File: config.mk
export PLATFORM = sky130hd
export DESIGN_NAME = mv_data_loader
export DESIGN_NICKNAME = d
export VERILOG_FILES = /design/src/rtl/mv_pkg.sv /design/src/rtl/mv_checksum.sv /design/src/rtl/mv_data_loader.sv
export SDC_FILE = /design/constraint.sdc
export NUM_CORES = 1
export LEC_CHECK = 0
export ABC_CLOCK_PERIOD_IN_PS = 2800
export CORE_MARGIN = 2
export CORE_UTILIZATION = 25
export CTS_CLUSTER_SIZE = 12
export DETAILED_ROUTE_END_ITERATION = 7
export PLACE_DENSITY = 0.56
export SLEW_MARGIN = 40
export SYNTH_ARGS = -nofsm -noshare
export SYNTH_HDL_FRONTEND = slang
export SYNTH_HIERARCHICAL = 1
export SYNTH_SLANG_ARGS = --single-unit
File: constraint.sdc
create_clock -name clk -period 2.8 [get_ports clk]
set_input_delay 0.84 -clock clk [delete_from_list [all_inputs] [get_ports clk]]
set_output_delay 0.84 -clock clk [all_outputs]
set_load 0.02 [all_outputs]
File: src/rtl/mv_pkg.sv
// Shared definitions for the matrix-vector core and its data loader.
//   - Default ROWS/COLS/DATA_W/ADDR_W constants used by the core and the loader.
//   - Loader FSM state encoding.
//   - Counter width helper.
// The CHECK state only exists when MV_LOADER_CHECKSUM_EN is defined.
package mv_pkg;

  localparam int MV_ROWS   = 10;
  localparam int MV_COLS   = 10;
  localparam int MV_DATA_W = 32;
  localparam int MV_ADDR_W = 10;

  typedef enum logic [2:0] {
    ST_IDLE     = 3'd0,
    ST_LOAD_MAT = 3'd1,
    ST_LOAD_VEC = 3'd2,
`ifdef MV_LOADER_CHECKSUM_EN
    ST_CHECK    = 3'd3,
`endif
    ST_GO       = 3'd4
  } ld_state_e;

  // Width of a counter that must reach depth-1; never narrower than one bit.
  function automatic int cnt_width(input int depth);
    if (depth > 1) begin
      return $clog2(depth);
    end else begin
      return 1;
    end
  endfunction

endpackage

File: src/rtl/mv_checksum.sv
// Running modulo-2^DATA_W sum of the words streamed into the data memories.
// Ports:
//   clk    in   clock, rising edge
//   rst_n  in   synchronous active-low reset
//   clr    in   restart the sum at zero (new load)
//   add    in   add data to the sum this cycle
//   data   in   word to accumulate
//   beat   in   checksum word supplied by the host
//   match  out  beat equals the current sum (combinational compare)
// Only instantiated when MV_LOADER_CHECKSUM_EN is defined.
module mv_checksum #(
  parameter int DATA_W = 32
) (
  input  logic              clk,
  input  logic              rst_n,
  input  logic              clr,
  input  logic              add,
  input  logic [DATA_W-1:0] data,
  input  logic [DATA_W-1:0] beat,
  output logic              match
);

  logic [DATA_W-1:0] sum_r;

  // Accumulator: cleared at the start of a load, wraps naturally at 2^DATA_W.
  always_ff @(posedge clk) begin
    if (!rst_n) begin
      sum_r <= '0;
    end else if (clr) begin
      sum_r <= '0;
    end else if (add) begin
      sum_r <= sum_r + data;
    end
  end

  assign match = (beat == sum_r);

endmodule

File: src/rtl/mv_data_loader.sv
// Loads the matrix-vector core's data memories from a valid/ready word stream.
// The first ROWS*COLS words go to matrix memory (row-major), the next COLS
// words go to vector memory, then cpu_go pulses once to release the core.
// Optional feature: define MV_LOADER_CHECKSUM_EN to require a trailing
// checksum beat (sum of all loaded words); a mismatch raises sticky err and
// suppresses cpu_go.
// Ports:
//   clk, rst_n         clock and synchronous active-low reset
//   start              begin a load (only honoured in IDLE)
//   in_valid, in_data  stream word and its valid
//   in_ready           loader accepts a word this cycle
//   mat_we, vec_we     write strobes for matrix / vector memory
//   wr_addr, wr_data   address and data of the active write
//   busy               high outside IDLE
//   cpu_go             one-cycle completion pulse
//   err                sticky checksum mismatch (0 without the checksum build)
// All outputs are registered.
module mv_data_loader
  import mv_pkg::*;
#(
  parameter int ROWS   = MV_ROWS,
  parameter int COLS   = MV_COLS,
  parameter int DATA_W = MV_DATA_W,
  parameter int ADDR_W = MV_ADDR_W
) (
  input  logic              clk,
  input  logic              rst_n,
  input  logic              start,
  input  logic              in_valid,
  input  logic [DATA_W-1:0] in_data,
  output logic              in_ready,
  output logic              mat_we,
  output logic              vec_we,
  output logic [ADDR_W-1:0] wr_addr,
  output logic [DATA_W-1:0] wr_data,
  output logic              busy,
  output logic              cpu_go,
  output logic              err
);

  localparam int              CNT_W    = cnt_width(ROWS * COLS);
  localparam logic [CNT_W-1:0] MAT_LAST = CNT_W'(ROWS * COLS - 1);
  localparam logic [CNT_W-1:0] VEC_LAST = CNT_W'(COLS - 1);

  ld_state_e         state_r;
  ld_state_e         state_next_s;
  logic [CNT_W-1:0]  cnt_r;
  logic              accept_s;
  logic              start_s;
  logic              mat_acc_s;
  logic              vec_acc_s;
  logic              chk_fail_s;
  logic              ready_next_s;

  logic              in_ready_r;
  logic              mat_we_r;
  logic              vec_we_r;
  logic [ADDR_W-1:0] wr_addr_r;
  logic [DATA_W-1:0] wr_data_r;
  logic              busy_r;
  logic              cpu_go_r;
  logic              err_r;

  // in_ready_r is high exactly while the registered state is a load state,
  // so it doubles as the acceptance qualifier.
  assign accept_s  = in_valid && in_ready_r;
  assign start_s   = (state_r == ST_IDLE) && start;
  assign mat_acc_s = accept_s && (state_r == ST_LOAD_MAT);
  assign vec_acc_s = accept_s && (state_r == ST_LOAD_VEC);

`ifdef MV_LOADER_CHECKSUM_EN
  logic sum_match_s;

  mv_checksum #(
    .DATA_W (DATA_W)
  ) u_checksum (
    .clk   (clk),
    .rst_n (rst_n),
    .clr   (start_s),
    .add   (mat_acc_s || vec_acc_s),
    .data  (in_data),
    .beat  (in_data),
    .match (sum_match_s)
  );

  assign chk_fail_s = accept_s && (state_r == ST_CHECK) && !sum_match_s;
`else
  assign chk_fail_s = 1'b0;
`endif

  // Next-state logic for the load sequence.
  always_comb begin
    state_next_s = state_r;
    case (state_r)
      ST_IDLE: begin
        if (start) begin
          state_next_s = ST_LOAD_MAT;
        end else begin
          state_next_s = ST_IDLE;
        end
      end
      ST_LOAD_MAT: begin
        if (mat_acc_s && (cnt_r == MAT_LAST)) begin
          state_next_s = ST_LOAD_VEC;
        end else begin
          state_next_s = ST_LOAD_MAT;
        end
      end
      ST_LOAD_VEC: begin
        if (vec_acc_s && (cnt_r == VEC_LAST)) begin
`ifdef MV_LOADER_CHECKSUM_EN
          state_next_s = ST_CHECK;
`else
          state_next_s = ST_GO;
`endif
        end else begin
          state_next_s = ST_LOAD_VEC;
        end
      end
`ifdef MV_LOADER_CHECKSUM_EN
      ST_CHECK: begin
        if (accept_s && sum_match_s) begin
          state_next_s = ST_GO;
        end else if (accept_s) begin
          state_next_s = ST_IDLE;
        end else begin
          state_next_s = ST_CHECK;
        end
      end
`endif
      ST_GO: begin
        state_next_s = ST_IDLE;
      end
      default: begin
        state_next_s = ST_IDLE;
      end
    endcase
  end

  // Ready is registered from the next state so it lines up with the state register.
  always_comb begin
    ready_next_s = 1'b0;
    case (state_next_s)
      ST_LOAD_MAT: ready_next_s = 1'b1;
      ST_LOAD_VEC: ready_next_s = 1'b1;
`ifdef MV_LOADER_CHECKSUM_EN
      ST_CHECK:    ready_next_s = 1'b1;
`endif
      default:     ready_next_s = 1'b0;
    endcase
  end

  // State, counter and registered outputs.
  always_ff @(posedge clk) begin
    if (!rst_n) begin
      state_r    <= ST_IDLE;
      cnt_r      <= '0;
      in_ready_r <= 1'b0;
      mat_we_r   <= 1'b0;
      vec_we_r   <= 1'b0;
      wr_addr_r  <= '0;
      wr_data_r  <= '0;
      busy_r     <= 1'b0;
      cpu_go_r   <= 1'b0;
      err_r      <= 1'b0;
    end else begin
      state_r    <= state_next_s;
      in_ready_r <= ready_next_s;
      busy_r     <= (state_next_s != ST_IDLE);
      // GO lasts one cycle; the pulse follows it so it lands one cycle
      // after the final write strobe.
      cpu_go_r   <= (state_r == ST_GO);
      mat_we_r   <= mat_acc_s;
      vec_we_r   <= vec_acc_s;
      if (mat_acc_s || vec_acc_s) begin
        wr_addr_r <= ADDR_W'(cnt_r);
        wr_data_r <= in_data;
      end
      // The counter restarts at zero for the vector phase instead of wrapping.
      if (start_s) begin
        cnt_r <= '0;
      end else if ((mat_acc_s && (cnt_r == MAT_LAST)) || (vec_acc_s && (cnt_r == VEC_LAST))) begin
        cnt_r <= '0;
      end else if (mat_acc_s || vec_acc_s) begin
        cnt_r <= cnt_r + CNT_W'(1);
      end
      if (start_s) begin
        err_r <= 1'b0;
      end else if (chk_fail_s) begin
        err_r <= 1'b1;
      end
    end
  end

  assign in_ready = in_ready_r;
  assign mat_we   = mat_we_r;
  assign vec_we   = vec_we_r;
  assign wr_addr  = wr_addr_r;
  assign wr_data  = wr_data_r;
  assign busy     = busy_r;
  assign cpu_go   = cpu_go_r;
  assign err      = err_r;

endmodule

==> report_table.html <==
<table>
<tr><th>Metric</th><th>Value</th></tr>
<tr><th colspan="2">Clock network</th></tr>
<tr><td>Post-CTS setup buffer count</td><td>0</td></tr>
<tr><td>Number of buffers inserted during clock tree synthesis</td><td>5</td></tr>
<tr><td>Insertion delay to the later sink of the worst-skew pair</td><td>300 ps</td></tr>
<tr><td>Number of instances resized during post-cts repair</td><td>0</td></tr>
<tr><td>Clk sinks</td><td>54</td></tr>
<tr><td>H-tree lvl count</td><td>2</td></tr>
<tr><td>CTS tree</td><td>yes</td></tr>
<tr><td>Cell at the root of the clock tree</td><td>sky130_fd_sc_hd__clkbuf_8</td></tr>
<tr><td>Register clock-pin slew on the reported worst setup and hold paths</td><td>100 ps</td></tr>
<tr><td>Hold bufs inserted after CTS</td><td>0</td></tr>
<tr><td>Maximum buffer depth of the clock tree</td><td>2</td></tr>
<tr><th colspan="2">Timing</th></tr>
<tr><td>Final clock period utilization by the worst path</td><td>0.7793</td></tr>
<tr><td>Highest achievable clock rate</td><td>0.4583 GHz</td></tr>
<tr><td>Final number of hold-violating endpoints</td><td>0</td></tr>
<tr><td>Post-Route Skew</td><td>9.250 ps</td></tr>
<tr><td>Setup-violating endpoint count in the final report</td><td>0</td></tr>
<tr><td>Fin. max-slew vios</td><td>0</td></tr>
<tr><td>Setup WS post-layout</td><td>617.9 ps</td></tr>
<tr><td>Aggregate negative setup slack</td><td>0 ps</td></tr>
<tr><td>Minimum period implied by the final worst setup slack</td><td>2182 ps</td></tr>
<tr><td>Setup repair after global routing missed its margin</td><td>false</td></tr>
<tr><th colspan="2">Drt</th></tr>
<tr><td>Detailed Routing Iterations Pass 1</td><td>4</td></tr>
<tr><td>Number of vias per cell</td><td>4.317</td></tr>
<tr><td>Number of DRC violations after detailed routing</td><td>0</td></tr>
<tr><td>Per-cell routed wire length</td><td>12.16 um</td></tr>
<tr><td>Total via count after detailed routing</td><td>1865</td></tr>
<tr><td>Routed WL</td><td>5254 um</td></tr>
<tr><td>Drt initial violations</td><td>55</td></tr>
<tr><td>Number of nets still failing antenna checks after routing</td><td>0</td></tr>
<tr><th colspan="2">Global routing</th></tr>
<tr><td>Total global-route track usage</td><td>0.1076</td></tr>
<tr><td>Remaining Overflow, GRT</td><td>0</td></tr>
<tr><td>Pin count of the biggest net entering global routing</td><td>42</td></tr>
<tr><td>Initial antenna violation count</td><td>0</td></tr>
<tr><td>Wire length of the first global-routing pass</td><td>8542 um</td></tr>
<tr><td>Vias in the first global route</td><td>1786</td></tr>
<tr><th colspan="2">Hold path</th></tr>
<tr><td>Worst Hold Path Cells</td><td>2</td></tr>
<tr><td>Path type of the worst min-delay path</td><td>flop to flop</td></tr>
<tr><th colspan="2">Floorplan</th></tr>
<tr><td>Chip Height</td><td>97.94 um</td></tr>
<tr><td>Die Wd</td><td>97.94 um</td></tr>
<tr><td>Cell row count</td><td>34</td></tr>
<tr><td>Area of the die</td><td>9591 um2</td></tr>
<tr><td>I/O pin count</td><td>84</td></tr>
<tr><td>Starting density of the core</td><td>0.2554</td></tr>
<tr><td>Core area</td><td>8636 um2</td></tr>
<tr><th colspan="2">Setup path</th></tr>
<tr><td>Delay of the slowest critical-path stage</td><td>640 ps</td></tr>
<tr><td>Class of the most critical setup path</td><td>flop to primary output</td></tr>
<tr><td>Slowest stage cell on the critical path</td><td>sky130_fd_sc_hd__clkdlybuf4s50_1</td></tr>
<tr><td>Number of logic stages on the critical path including buffering</td><td>1</td></tr>
<tr><td>Buffers &amp; Inverters on Critical Path</td><td>1</td></tr>
<tr><td>Number of cells on the worst reg-to-reg path</td><td>5</td></tr>
<tr><td>Crit path cell chain</td><td>clkdlybuf4s50_1</td></tr>
<tr><td>Kind of cell adding the most delay to the critical path</td><td>buffers and inverters</td></tr>
<tr><td>Data arrival time of the critical path</td><td>1340 ps</td></tr>
<tr><td>Required time worst endpoint</td><td>1960 ps</td></tr>
<tr><td>Top fanout value on the critical path</td><td>4</td></tr>
<tr><td>Startpoint type of the worst setup path</td><td>flop</td></tr>
<tr><td>Endpoint class of the critical path</td><td>primary output</td></tr>
<tr><th colspan="2">Outcome</th></tr>
<tr><td>Result of the run</td><td>finished clean</td></tr>
<tr><th colspan="2">Final layout</th></tr>
<tr><td>Number of diodes</td><td>0</td></tr>
<tr><td>Number of cells in the finished layout apart from fillers</td><td>432</td></tr>
<tr><td>Final #Nets</td><td>362</td></tr>
<tr><td>Final core utilization</td><td>0.3680</td></tr>
<tr><td>Share of final-layout standard cells stronger than drive strength 1</td><td>0.07407</td></tr>
<tr><td>Count of fill cells added during filler insertion</td><td>880</td></tr>
<tr><td>Area added between synthesis and finish</td><td>44.07%</td></tr>
<tr><th colspan="2">Placement</th></tr>
<tr><td>Input/output buffers</td><td>79</td></tr>
<tr><td>HPWL after DPL</td><td>3557 um</td></tr>
<tr><td>Routability cong.</td><td>0.8255</td></tr>
<tr><td>Placed cells</td><td>425</td></tr>
<tr><td>DP Worst Slack</td><td>333.6 ps</td></tr>
<tr><th colspan="2">Synthesis</th></tr>
<tr><td>Number of synthesized flops with an enable pin</td><td>0</td></tr>
<tr><td>Synthesized flop and latch total</td><td>54</td></tr>
<tr><td>Share of synthesized registers carrying an async set or reset</td><td>0</td></tr>
<tr><td>Synthesized netlist cell count</td><td>248</td></tr>
<tr><td>Yosys warning count</td><td>6</td></tr>
<tr><td>Most used flip-flop cell after synthesis</td><td>sky130_fd_sc_hd__dfxtp_1</td></tr>
<tr><td>Synth Cell Area</td><td>2206 um2</td></tr>
<tr><td>Proportion of synthesized chip area in sequential cells</td><td>0.4901</td></tr>
<tr><td>Distinct cell type count after synthesis</td><td>40</td></tr>
<tr><td>Mean Syn Cell Area</td><td>8.895 um2</td></tr>
<tr><th colspan="2">Power and ir drop</th></tr>
<tr><td>Total power density per cell area</td><td>428.3 nW/um2</td></tr>
<tr><td>Leakage power of the design</td><td>1.055 nW</td></tr>
<tr><td>VDD IR-drop max</td><td>0.0001647 V</td></tr>
<tr><td>Post-route total power</td><td>1.361 mW</td></tr>
<tr><th colspan="2">Run</th></tr>
<tr><td>Reported max-cap violation count</td><td>0</td></tr>
</table>
==> cells in the mapped netlist, types with 2 or more instances <==
cell | count | area, um2
sky130_fd_sc_hd__clkbuf_1 | 6 | 22.52
sky130_fd_sc_hd__or4b_4 | 2 | 27.53
sky130_fd_sc_hd__dfxtp_1 | 54 | 1081
sky130_fd_sc_hd__nand3_1 | 3 | 15.01
sky130_fd_sc_hd__ha_1 | 2 | 25.02
sky130_fd_sc_hd__buf_4 | 5 | 37.54
sky130_fd_sc_hd__a21boi_0 | 39 | 292.8
sky130_fd_sc_hd__xnor2_1 | 4 | 35.03
sky130_fd_sc_hd__buf_2 | 6 | 30.03
sky130_fd_sc_hd__nor2_1 | 9 | 33.78
sky130_fd_sc_hd__nand2_1 | 82 | 307.8
sky130_fd_sc_hd__nor3_1 | 4 | 20.02
sky130_fd_sc_hd__nand2b_1 | 2 | 12.51
sky130_fd_sc_hd__a21oi_1 | 3 | 15.01
sky130_fd_sc_hd__inv_1 | 2 | 7.510
==> per-stage QoR <==
stage	hold WS, ps	cell area [um2]
after floorplan	441.6	2217
after global placement	450.4	3099
after detailed placement	456.7	3099
after CTS	470.8	3178
after global routing	485.0	3178
final	464.9	3178
==> layer usage <==
| layer | wire length (um) | vias up | GRT usage |
|---|---|---|---|
| met4 | 53 | 0 | 0.03526 |
| met3 | 301 | 5 | 0.02792 |
| met2 | 2472 | 47 | 0.1818 |
| met1 | 2426 | 856 | 0.1338 |
| met5 | 0 | - | 0 |
| li1 | - | 957 | - |
==> final timing paths <==
path	from	slack, ps	to
setup / recovery	in_ready	620	in_ready
hold / removal	wr_addr[6]	460	wr_addr[6]
setup reg to reg	cnt_r[0]	1030	cnt_r[1]
hold reg to reg	wr_addr[6]	460	wr_addr[6]
==> kinds of logic (layout without fill, tap and decap cells) <==
| logic type | Yosys count | after routing | synth area share |
|---|---|---|---|
| AOI/OAI and AO/OA | 46 | 46 | 0.1605 |
| other | 1 | 4 | 0.001700 |
| buffers and inverters | 20 | 93 | 0.04935 |
| DFF | 54 | 54 | 0.4901 |
| xor gates and xnor gates | 6 | 6 | 0.02723 |
| adders and majority gates | 2 | 2 | 0.01134 |
| and+or+nand+nor | 119 | 119 | 0.2598 |
==> layout by cell type (no fill, tap or decap), types with 2 or more instances in the layout <==
| cell type | netlist | final |
|---|---|---|
| sky130_fd_sc_hd__a21boi_0 | 39 | 39 |
| sky130_fd_sc_hd__a21oi_1 | 3 | 3 |
| sky130_fd_sc_hd__buf_4 | 5 | 4 |
| sky130_fd_sc_hd__clkbuf_8 | 0 | 5 |
| sky130_fd_sc_hd__clkdlybuf4s50_1 | 0 | 79 |
| sky130_fd_sc_hd__clkinv_2 | 0 | 2 |
| sky130_fd_sc_hd__conb_1 | 1 | 4 |
| sky130_fd_sc_hd__dfxtp_1 | 54 | 54 |
| sky130_fd_sc_hd__ha_1 | 2 | 2 |
| sky130_fd_sc_hd__inv_1 | 2 | 2 |
| sky130_fd_sc_hd__nand2_1 | 82 | 82 |
| sky130_fd_sc_hd__nand2b_1 | 2 | 2 |
| sky130_fd_sc_hd__nand3_1 | 3 | 3 |
| sky130_fd_sc_hd__nor2_1 | 9 | 8 |
| sky130_fd_sc_hd__nor3_1 | 4 | 4 |
| sky130_fd_sc_hd__or4b_4 | 2 | 2 |
| sky130_fd_sc_hd__xnor2_1 | 4 | 4 |
==> power by group <==
part / switching (mW) / leakage, nW / internal, mW / total (mW)
sequential: 0.0103 / 0.437 / 0.782 / 0.792
clock: 0.243 / 0.0438 / 0.169 / 0.411
combinational: 0.0684 / 0.574 / 0.0894 / 0.158
total: 0.321 / 1.05 / 1.04 / 1.36
==> flip-flops by register name, indices dropped and copies added, names as in the netlist <==
name	count
busy	1
wr_addr	7
cnt_r	7
mat_we	1
in_ready	1
vec_we	1
state_r	3
cpu_go	1
wr_data	32
==> layout make-up <==
cell class	count	area [um2]	area share
clock buffer	5	68.82	0.02165
clock inverter	2	10.01	0.003150
inverter	2	7.507	0.002362
multi-input combinational	177	1035	0.3256
sequential	54	1081	0.3402
tap	108	135.1	0.04252
timing repair buffer	84	840.8	0.2646
Power figures use the tool's default switching activity.
